==> config.mk <==
export PLATFORM = sky130hd
export DESIGN_NAME = uart_rx_multi_flat
export DESIGN_NICKNAME = d
export VERILOG_FILES = /design/src/rtl/uart_pkg.sv /design/src/rtl/uart_rx_multi_if.sv /design/src/rtl/uart_rx_fifo.sv /design/src/rtl/uart_rx_multi.sv /design/src/flat_wrapper.sv
export SDC_FILE = /design/constraint.sdc
export NUM_CORES = 1
export LEC_CHECK = 0
export BUFFER_PORTS_ARGS = -buffer_cell sky130_fd_sc_hd__buf_2
export CORE_AREA = 2 2 91 93
export DETAILED_ROUTE_END_ITERATION = 10
export DIE_AREA = 0 0 93 95
export PLACE_DENSITY = 0.74
export SLEW_MARGIN = 20
export SYNTH_ARGS = -nofsm -noshare
export SYNTH_HDL_FRONTEND = slang
export SYNTH_SLANG_ARGS = --single-unit
==> constraint.sdc <==
create_clock -name i_clk -period 2.8 [get_ports i_clk]
set_input_delay 0.42 -clock i_clk [delete_from_list [all_inputs] [get_ports i_clk]]
set_output_delay 0.42 -clock i_clk [all_outputs]
set_load 0.02 [all_outputs]
==> src/rtl/uart_pkg.sv <==
// uart_pkg: shared state encoding, baud period table and counter width for the UART receiver
package uart_pkg;

    typedef enum logic [2:0] {IDLE, START, DATA, PARITY, STOP1, STOP2} uart_rx_state_e;

    localparam int UART_CNT_W = 13;

    localparam logic [UART_CNT_W-1:0] BAUD_PERIOD [8] = '{
        13'd100, 13'd200, 13'd400, 13'd600, 13'd1200, 13'd2400, 13'd4800, 13'd4800
    };

    function automatic logic [UART_CNT_W-1:0] half_period(input logic [2:0] baud);
        return BAUD_PERIOD[baud] >> 1;
    endfunction

endpackage

==> src/rtl/uart_rx_multi_if.sv <==
// uart_rx_multi_if: received-word valid/ready stream toward the command parser
interface uart_rx_multi_if #(
    parameter int DATA_W = 8
) ();
    logic [DATA_W-1:0] data;
    logic              valid;
    logic              ready;

    modport master (output data, valid, input ready);
    modport slave  (input data, valid, output ready);
endinterface

==> src/rtl/uart_rx_fifo.sv <==
// uart_rx_fifo: synchronous FIFO holding received words until the consumer takes them
module uart_rx_fifo #(
    parameter int W     = 8,
    parameter int DEPTH = 4
) (
    input  logic         i_clk,
    input  logic         i_rst,
    input  logic         push,
    input  logic [W-1:0] din,
    input  logic         pop,
    output logic [W-1:0] dout,
    output logic         full,
    output logic         empty
);
    localparam int AW = $clog2(DEPTH);

    logic [W-1:0]  mem [DEPTH];
    logic [AW-1:0] wr_ptr, rd_ptr;
    logic [AW:0]   count;
    logic          push_ok, pop_ok;

    // Flags and accepted transfers; a full FIFO still takes a push when a pop frees a slot in the same cycle
    always_comb begin
        empty   = count == '0;
        full    = count == (AW+1)'(DEPTH);
        pop_ok  = pop && !empty;
        push_ok = push && (!full || pop_ok);
        dout    = empty ? '0 : mem[rd_ptr];
    end

    // Pointers and occupancy; power-of-two depth lets the pointers wrap on their own
    always_ff @(posedge i_clk or negedge i_rst) begin
        if (!i_rst) begin
            wr_ptr <= '0;
            rd_ptr <= '0;
            count  <= '0;
        end else begin
            if (push_ok) wr_ptr <= wr_ptr + 1'b1;
            if (pop_ok) rd_ptr <= rd_ptr + 1'b1;
            count <= count + (AW+1)'(push_ok) - (AW+1)'(pop_ok);
        end
    end

    // Word storage, written only on an accepted push
    always_ff @(posedge i_clk) begin
        if (push_ok) mem[wr_ptr] <= din;
    end
endmodule

==> src/rtl/uart_rx_multi.sv <==
// uart_rx_multi: UART receiver with runtime baud, 1/2 stop bits and output FIFO; parity bit present when UART_RX_PARITY_EN is defined
module uart_rx_multi
    import uart_pkg::*;
#(
    parameter int DATA_W      = 8,
    parameter int FIFO_DEPTH  = 4,
    parameter int SYNC_STAGES = 2,
    parameter int PARITY_ODD  = 0
) (
    input  logic            i_clk,
    input  logic            i_rst,
    input  logic [2:0]      i_baud,
    input  logic            i_stop2,
    input  logic            i_rx,
    uart_rx_multi_if.master rx_bus,
    output logic            o_frame_err,
    output logic            o_parity_err,
    output logic            o_overrun,
    output logic            o_busy
);
`ifdef UART_RX_PARITY_EN
    localparam uart_rx_state_e AFTER_DATA = PARITY;
`else
    localparam uart_rx_state_e AFTER_DATA = STOP1;
`endif

    uart_rx_state_e         state, state_n;
    logic [SYNC_STAGES:0]   sync;
    logic [UART_CNT_W-1:0]  cnt;
    logic [3:0]             bit_cnt;
    logic [DATA_W-1:0]      sh;
    logic [2:0]             baud_l;
    logic                   stop2_l, par_bad, push, full, empty;
    logic                   rx_s, start_edge, tick, stop_smp, frame_bad, frame_end;

    assign rx_s       = sync[SYNC_STAGES-1];
    assign start_edge = sync[SYNC_STAGES] && !rx_s;
    assign tick       = cnt == '0;

    // Synchroniser plus one extra stage so a falling edge is seen only after the line was high
    always_ff @(posedge i_clk or negedge i_rst) begin
        if (!i_rst) sync <= '1;
        else sync <= {sync[SYNC_STAGES-1:0], i_rx};
    end

    // State register
    always_ff @(posedge i_clk or negedge i_rst) begin
        if (!i_rst) state <= IDLE;
        else state <= state_n;
    end

    // Next-state: every decision happens on the mid-bit sample tick
    always_comb begin
        state_n = state;
        case (state)
            IDLE:   if (start_edge) state_n = START;
            START:  if (tick) state_n = rx_s ? IDLE : DATA;
            DATA:   if (tick && bit_cnt == 4'(DATA_W-1)) state_n = AFTER_DATA;
`ifdef UART_RX_PARITY_EN
            PARITY: if (tick) state_n = STOP1;
`endif
            STOP1:  if (tick) state_n = (!rx_s || !stop2_l) ? IDLE : STOP2;
            STOP2:  if (tick) state_n = IDLE;
            default: state_n = IDLE;
        endcase
    end

    // Outputs decoded from state: busy flag and end-of-frame verdicts
    always_comb begin
        o_busy    = state != IDLE;
        stop_smp  = tick && (state == STOP1 || state == STOP2);
        frame_bad = stop_smp && !rx_s;
        frame_end = stop_smp && rx_s && (state == STOP2 || !stop2_l);
    end

    // Sampling counter, shift register, latched settings and one-cycle error pulses
    always_ff @(posedge i_clk or negedge i_rst) begin
        if (!i_rst) begin
            cnt          <= '0;
            bit_cnt      <= '0;
            sh           <= '0;
            baud_l       <= '0;
            stop2_l      <= 1'b0;
            par_bad      <= 1'b0;
            push         <= 1'b0;
            o_frame_err  <= 1'b0;
            o_parity_err <= 1'b0;
        end else begin
            push        <= frame_end && !par_bad;
            o_frame_err <= frame_bad;
`ifdef UART_RX_PARITY_EN
            o_parity_err <= frame_end && par_bad;
`else
            o_parity_err <= 1'b0;
`endif
            if (state == IDLE) begin
                bit_cnt <= '0;
                par_bad <= 1'b0;
                if (start_edge) begin
                    baud_l  <= i_baud;
                    stop2_l <= i_stop2;
                    cnt     <= half_period(i_baud) - 1'b1;
                end
            end else if (tick) begin
                cnt <= BAUD_PERIOD[baud_l] - 1'b1;
                if (state == DATA) begin
                    sh      <= {rx_s, sh[DATA_W-1:1]};
                    bit_cnt <= bit_cnt + 1'b1;
                end
                if (state == PARITY) par_bad <= rx_s != (^sh ^ 1'(PARITY_ODD));
            end else begin
                cnt <= cnt - 1'b1;
            end
        end
    end

    uart_rx_fifo #(.W(DATA_W), .DEPTH(FIFO_DEPTH)) u_fifo (
        .i_clk (i_clk),
        .i_rst (i_rst),
        .push  (push),
        .din   (sh),
        .pop   (rx_bus.ready),
        .dout  (rx_bus.data),
        .full  (full),
        .empty (empty)
    );

    assign rx_bus.valid = !empty;
    assign o_overrun    = push && full && !rx_bus.ready;
endmodule
==> src/flat_wrapper.sv <==
// flat-port wrapper written by rule: the top's interface ports become plain ports
module uart_rx_multi_flat import uart_pkg::*;
#(
    parameter int DATA_W      = 8,
    parameter int FIFO_DEPTH  = 4,
    parameter int SYNC_STAGES = 2,
    parameter int PARITY_ODD  = 0
)
  (i_clk, i_rst, i_baud, i_stop2, i_rx, o_frame_err, o_parity_err, o_overrun, o_busy, rx_bus_data, rx_bus_valid, rx_bus_ready);
  uart_rx_multi_if #(.DATA_W(DATA_W)) rx_bus_i ();
  input  logic i_clk;
  input  logic i_rst;
  input  logic [2:0] i_baud;
  input  logic i_stop2;
  input  logic i_rx;
  output logic o_frame_err;
  output logic o_parity_err;
  output logic o_overrun;
  output logic o_busy;
  output wire logic [$bits(rx_bus_i.data)-1:0] rx_bus_data;
  output wire logic [$bits(rx_bus_i.valid)-1:0] rx_bus_valid;
  input wire logic [$bits(rx_bus_i.ready)-1:0] rx_bus_ready;
  assign rx_bus_data = rx_bus_i.data;
  assign rx_bus_valid = rx_bus_i.valid;
  assign rx_bus_i.ready = rx_bus_ready;
  uart_rx_multi #(.DATA_W(DATA_W), .FIFO_DEPTH(FIFO_DEPTH), .SYNC_STAGES(SYNC_STAGES), .PARITY_ODD(PARITY_ODD)) u_core (.i_clk(i_clk), .i_rst(i_rst), .i_baud(i_baud), .i_stop2(i_stop2), .i_rx(i_rx), .rx_bus(rx_bus_i), .o_frame_err(o_frame_err), .o_parity_err(o_parity_err), .o_overrun(o_overrun), .o_busy(o_busy));
endmodule
==> results.cfg, run 1 <==
[run_status]
status = finished clean

[clock_network]
cts_setup_buffers = 0
clk_root_buffer_cell = clkbuf_8
cts.clk_slew.worst_paths_ns = 0.09
cts_resized = 0
cts_tree = yes
cts_hold_buf = 0
htreeDepth = 3
clk_latency_ns = 0.35
clkSinkCount = 77
cts_buffers = 9
cts_buffer_depth = 2

[critical_path]
critPathCaptureType = register
crit_arrival_ns = 2.71
crit_type = register to register
cp-start-kind = register
rr_startpoint = u_core.baud_l[1]
reg2reg_to = u_core.cnt[9]
cp_max_fo = 10
critPathRequiredTime_ns = 3.03
r2r_slack_ns = 0.31
ff2ff_path_depth = 8

[routing]
vias_per_cell = 5.857
routedWlPerCell_um = 17.15
vias = 2905
drc = 0
firstDrtPassIters = 5
drt_wl_total_um = 8505
final_antenna_net_count = 0
drtIter0Drc = 217

[grt]
grt_use_total_pct = 21.05
grt_pass1_vias = 2850
grt-ovfl-total = 0
grt_max_degree = 27
grt_first_pass_wirelength_um = 14120
antenna_found_initial = 0

[job]
cap_violations = 0

[floorplanning]
initial_core_util_pct = 53.46
dieArea_sq_um = 8835
io_pins = 21
die_y_um = 95
die_x_um = 93
rows = 33
core_area_sq_um = 7928

[layout]
final_cell_mix = dfrtp_1 (42), edfxtp_1 (32), nand2_1 (26)
final_common_cell = dfrtp_1
fin_cells = 496
nets = 415
num_antenna_cells = 0
num-fill-cells = 671
syn2layout_area_growth_pct = 9.035
drive_above_1_share_pct = 18.41

[sta]
slew_violations = 0
min_period_over_period_pct = 88.77
final.min_clock_period_ns = 2.486
tightest_slew_ns = 0.7164
rsz0062_at_grt = false
setup_viol = 0
fin_skew_ns = 0.01057
hold_violations = 0
clock.fmax_ghz = 0.4023
slew_headroom_pct = 51.80
setup_tns_ns = 0

[synth]
yosys_warnings = 0
syn_inst = 370
yosysUniqueCellTypes = 63
syn_nets = 399
async_reset_ff_share_pct = 58.44
yosysSeqAreaShare_pct = 49.34
synth_edf_count = 32
syn_area_per_cell_sq_um = 11.45
synth.top_cell.area_share_pct = 24.80
yosys-top-cells-area = dfrtp_1 (25%), edfxtp_1 (23%), ha_1 (5.9%), mux4_2 (4.3%), xnor2_1 (3.5%)
syn_area_sq_um = 4238
ys_seq_elements = 77
synth_top_area_cell = dfrtp_1
ys.flop_type = dfrtp_1

[placement]
post-dp-hpwl_um = 6031
place.gp.congestion = 0.9065
dp_cells = 480
port_buffers = 19

[worst_hold_path]
hp-class = primary input to async pin

[power]
peakVddDrop_mv = 0.3966
p_per_area_nw_per_um2 = 722.5
leakagePower_nw = 1.982
-- through the flow --
step	cell area, sq um	util, %	total power, mW	setup WS [ns]	hold slack, ns
after detailed placement	4424	55.81	2.505	0.2508	0.3473
after global routing	4621	58.29	3.536	0.1577	0.02645
after CTS	4621	58.29	3.344	0.3299	0.01643
final	4621	58.29	3.338	0.3143	0.01044
after global placement	4424	55.81	2.478	0.3722	0.3488
after floorplan	4238	-	2.251	0.5148	0.1244
-- cells in the mapped netlist, drive strengths merged (2+ instances only) --
master and n:
nor4b 5, and2 15, mux2 14, edfxtp 32, a2111oi 2, a31oi 6
clkbuf 15, nand4 3, buf 5, nand2 27, dfstp 3, a21oi 13
dfrtp 42, o21a 3, nor3 9, mux4 8, nand2b 5, inv 19
ha 20, nand3 2, xnor2 17, mux2i 2, o31ai 3, a221oi 2
a22o 5, nor2b 4, nor4 5, o211ai 6, o21ai 19, a211o 2
or3 5, xor2 9, nor2 26, a21boi 2
-- cell families (layout without fill, tap and decap cells) --
group	Yosys count	in the layout	synth area share [%]
AND/OR/NAND/NOR	112	112	14.76
flip-flops	77	77	49.34
AO/OA/AOI/OAI	70	70	11.22
buffers and inverters	39	60	3.690
XOR/XNOR	26	26	5.374
multiplexers	24	24	9.153
adder cells (fa/ha/maj)	21	21	6.377
other	1	1	0.08849
-- critical path, stage by stage (launching register included) --
cell      delay (ns)
dfrtp_1         0.56
inv_1           0.20
ha_1            0.32
buf_4           0.20
a211oi_2        0.27
o211ai_2        0.16
nor4b_1         0.41
xor2_1          0.19
o21ai_1         0.07
-- per-layer routing --
layer	wire [um]	vias up	track usage, %
met2	4235	101	34.48
met3	430	17	3.671
met1	3672	1430	27.61
li1	-	1357	-
met5	0	-	0
met4	166	0	9.559
-- area by class of cell --
class / instances / area, sq um / share of cell area [%]
flip-flops and latches: 77 / 2091 / 45.25
multi-input cells: 254 / 1991 / 43.08
repair buffers: 25 / 140.1 / 3.033
well taps: 105 / 131.4 / 2.843
clock inverters: 6 / 68.82 / 1.489
clock buffers: 10 / 127.6 / 2.762
inverters: 19 / 71.32 / 1.543
-- registers in the layout, summed over array words and instances, names as in the netlist --
signal,flops
u_core.baud_l,3
u_core.bit_cnt,4
u_core.cnt,13
u_core.o_frame_err,1
u_core.par_bad,1
u_core.push,1
u_core.sh,8
u_core.state,3
u_core.stop2_l,1
u_core.sync,3
u_core.u_fifo.count,3
u_core.u_fifo.mem,32
u_core.u_fifo.rd_ptr,2
u_core.u_fifo.wr_ptr,2
-- worst max path at each step --
| stage | cells after the start | endpoint | slack, ns | from |
|---|---|---|---|---|
| after CTS | 3 | rx_bus_data[7] | 0.33 | u_core.u_fifo.rd_ptr[0] |
| after global routing | 8 | u_core.cnt[9] | 0.16 | u_core.baud_l[1] |
| after global placement | 8 | u_core.cnt[8] | 0.37 | i_baud[1] |
| final | 8 | u_core.cnt[9] | 0.31 | u_core.baud_l[1] |
| after floorplan | 8 | u_core.u_fifo.count[2] | 0.51 | u_core.u_fifo.count[2] |
| after detailed placement | 8 | u_core.cnt[8] | 0.25 | i_baud[1] |
-- report_power, final --
part / leakage (nW) / internal [mW] / switching [mW] / total [mW]
logic: 0.951 / 0.416 / 0.524 / 0.939
registers: 0.933 / 1.33 / 0.236 / 1.56
clock network: 0.0977 / 0.420 / 0.417 / 0.837
No activity file was read; power rests on OpenSTA's default activity.
==> inputs of run 2 (changes only) <==
Settings changed: CORE_AREA 2 2 91 93 to 2 2 88 90, DIE_AREA 0 0 93 95 to 0 0 90 92, PLACE_DENSITY 0.74 to 0.78.
==> results.cfg, run 2 (synthesis results as in run 1) <==
[power]
p_total_mw = 3.314
leakagePower_nw = 1.986
p_per_area_nw_per_um2 = 716.1
peakVddDrop_mv = 0.4756

[sta]
hold_violations = 0
slew_headroom_pct = 60.71
setup_tns_ns = 0
final.min_clock_period_ns = 2.402
slew_violations = 0
rsz0062_at_grt = false
min_period_over_period_pct = 85.78
setup_viol = 0
fin_skew_ns = 0.01015
clock.fmax_ghz = 0.4164
tightest_slew_ns = 0.5893

[clock_network]
cts_tree = yes
clkSinkCount = 77
clk_root_buffer_cell = clkbuf_8
cts_hold_buf = 0
cts_buffer_depth = 2
clk_latency_ns = 0.36
cts_resized = 0
cts.clk_slew.worst_paths_ns = 0.08
cts_setup_buffers = 0
cts_buffers = 9
htreeDepth = 3

[critical_path]
critPathRequiredTime_ns = 2.38
critPathCaptureType = output port
crit_type = register to output port
r2r_slack_ns = 0.41
cp_max_fo = 10
rr_startpoint = u_core.cnt[9]
crit_arrival_ns = 1.98
reg2reg_to = u_core.bit_cnt[3]
ff2ff_path_depth = 6
cp-startpoint = u_core.u_fifo.rd_ptr[0]
cp-start-kind = register

[grt]
grt_first_pass_wirelength_um = 13390
grt_use_total_pct = 20.70
antenna_found_initial = 0
grt-ovfl-total = 0
grt_pass1_vias = 2847
grt_max_degree = 46

[floorplanning]
io_pins = 21
dieArea_sq_um = 8280
rows = 32
core_area_sq_um = 7447
die_y_um = 92
die_x_um = 90
initial_core_util_pct = 56.91

[routing]
routedWlPerCell_um = 15.81
firstDrtPassIters = 5
vias = 2867
drc = 0
vias_per_cell = 5.792
final_antenna_net_count = 0
drtIter0Drc = 137
drt_wl_total_um = 7827

[layout]
regMostFlops = u_core.u_fifo.mem
reg_top3 = u_core.u_fifo.mem (32), u_core.cnt (13), u_core.sh (8)
num-fill-cells = 606
nets = 417
syn2layout_area_growth_pct = 9.212
final-seq-area_sq_um = 2091
largest_reg_flops = 32
final_common_cell = dfrtp_1
drive_above_1_share_pct = 18.58
final_cell_mix = dfrtp_1 (42), edfxtp_1 (32), nand2_1 (26)
multi_input_area_sq_um = 1991
fin_cells = 495
num_antenna_cells = 0

[job]
cap_violations = 0

[run_status]
status = finished clean

[placement]
place.gp.congestion = 0.9149
port_buffers = 19
post-dp-hpwl_um = 5441
dp_cells = 479

[worst_hold_path]
hp-class = primary input to async pin
-- run 2: cell count changes in the layout (fill, tap and decap cells not counted) --
cell,delta
buf_2,-1
clkinv_1,+1
inv_6,-2
buf_4,+3
clkinvlp_4,+1
-- run 2: worst max path at each step --
stage,end,slack [ns]
finish,rx_bus_data[4],0.40
global placement,u_core.cnt[8],0.39
global route,rx_bus_data[4],0.27
detailed placement,u_core.cnt[8],0.29
floorplan,u_core.u_fifo.count[2],0.51
CTS,rx_bus_data[4],0.34
-- run 2: report_power, final --
part | leakage (nW) | switching (mW) | internal, mW
combinational | 0.963 | 0.524 | 0.422
clock | 0.0903 | 0.420 | 0.410
sequential | 0.933 | 0.212 | 1.33
-- run 2: cell type report --
type | count | area share [%]
Clock buffer | 10 | 2.757
Clock inverter | 6 | 1.352
Inverter | 19 | 1.541
Multi-Input combinational cell | 254 | 43.01
Sequential cell | 77 | 45.17
Tap cell | 102 | 2.757
Timing Repair Buffer | 27 | 3.406
-- run 2: critical path, cell delays in order, from the launching register on --
cell and delay [ns]:
dfrtp_1 0.72, mux4_2 0.57, and2_1 0.17, buf_2 0.15
-- run 2: stage by stage --
step / hold slack (ns) / setup slack, ns / util (%) / instance area (sq um)
6_report: 0.04827 / 0.3983 / 62.15 / 4628
5_1_grt: 0.09758 / 0.2677 / 62.15 / 4628
4_1_cts: 0.1433 / 0.3420 / 62.11 / 4626
3_5_place_dp: 0.3469 / 0.2885 / 59.56 / 4436
3_3_place_gp: 0.3471 / 0.3886 / 59.56 / 4436
2_1_floorplan: 0.1244 / 0.5148 / - / 4238
-- run 2: layer usage --
metal | up-vias | part of all wire, % | track usage (%)
met3 | 14 | 5.6 | 4.601
met4 | 0 | 2.1 | 9.872
li1 | 1368 | - | -
met2 | 95 | 49 | 34.34
met1 | 1390 | 43 | 25.97
met5 | - | 0 | 0
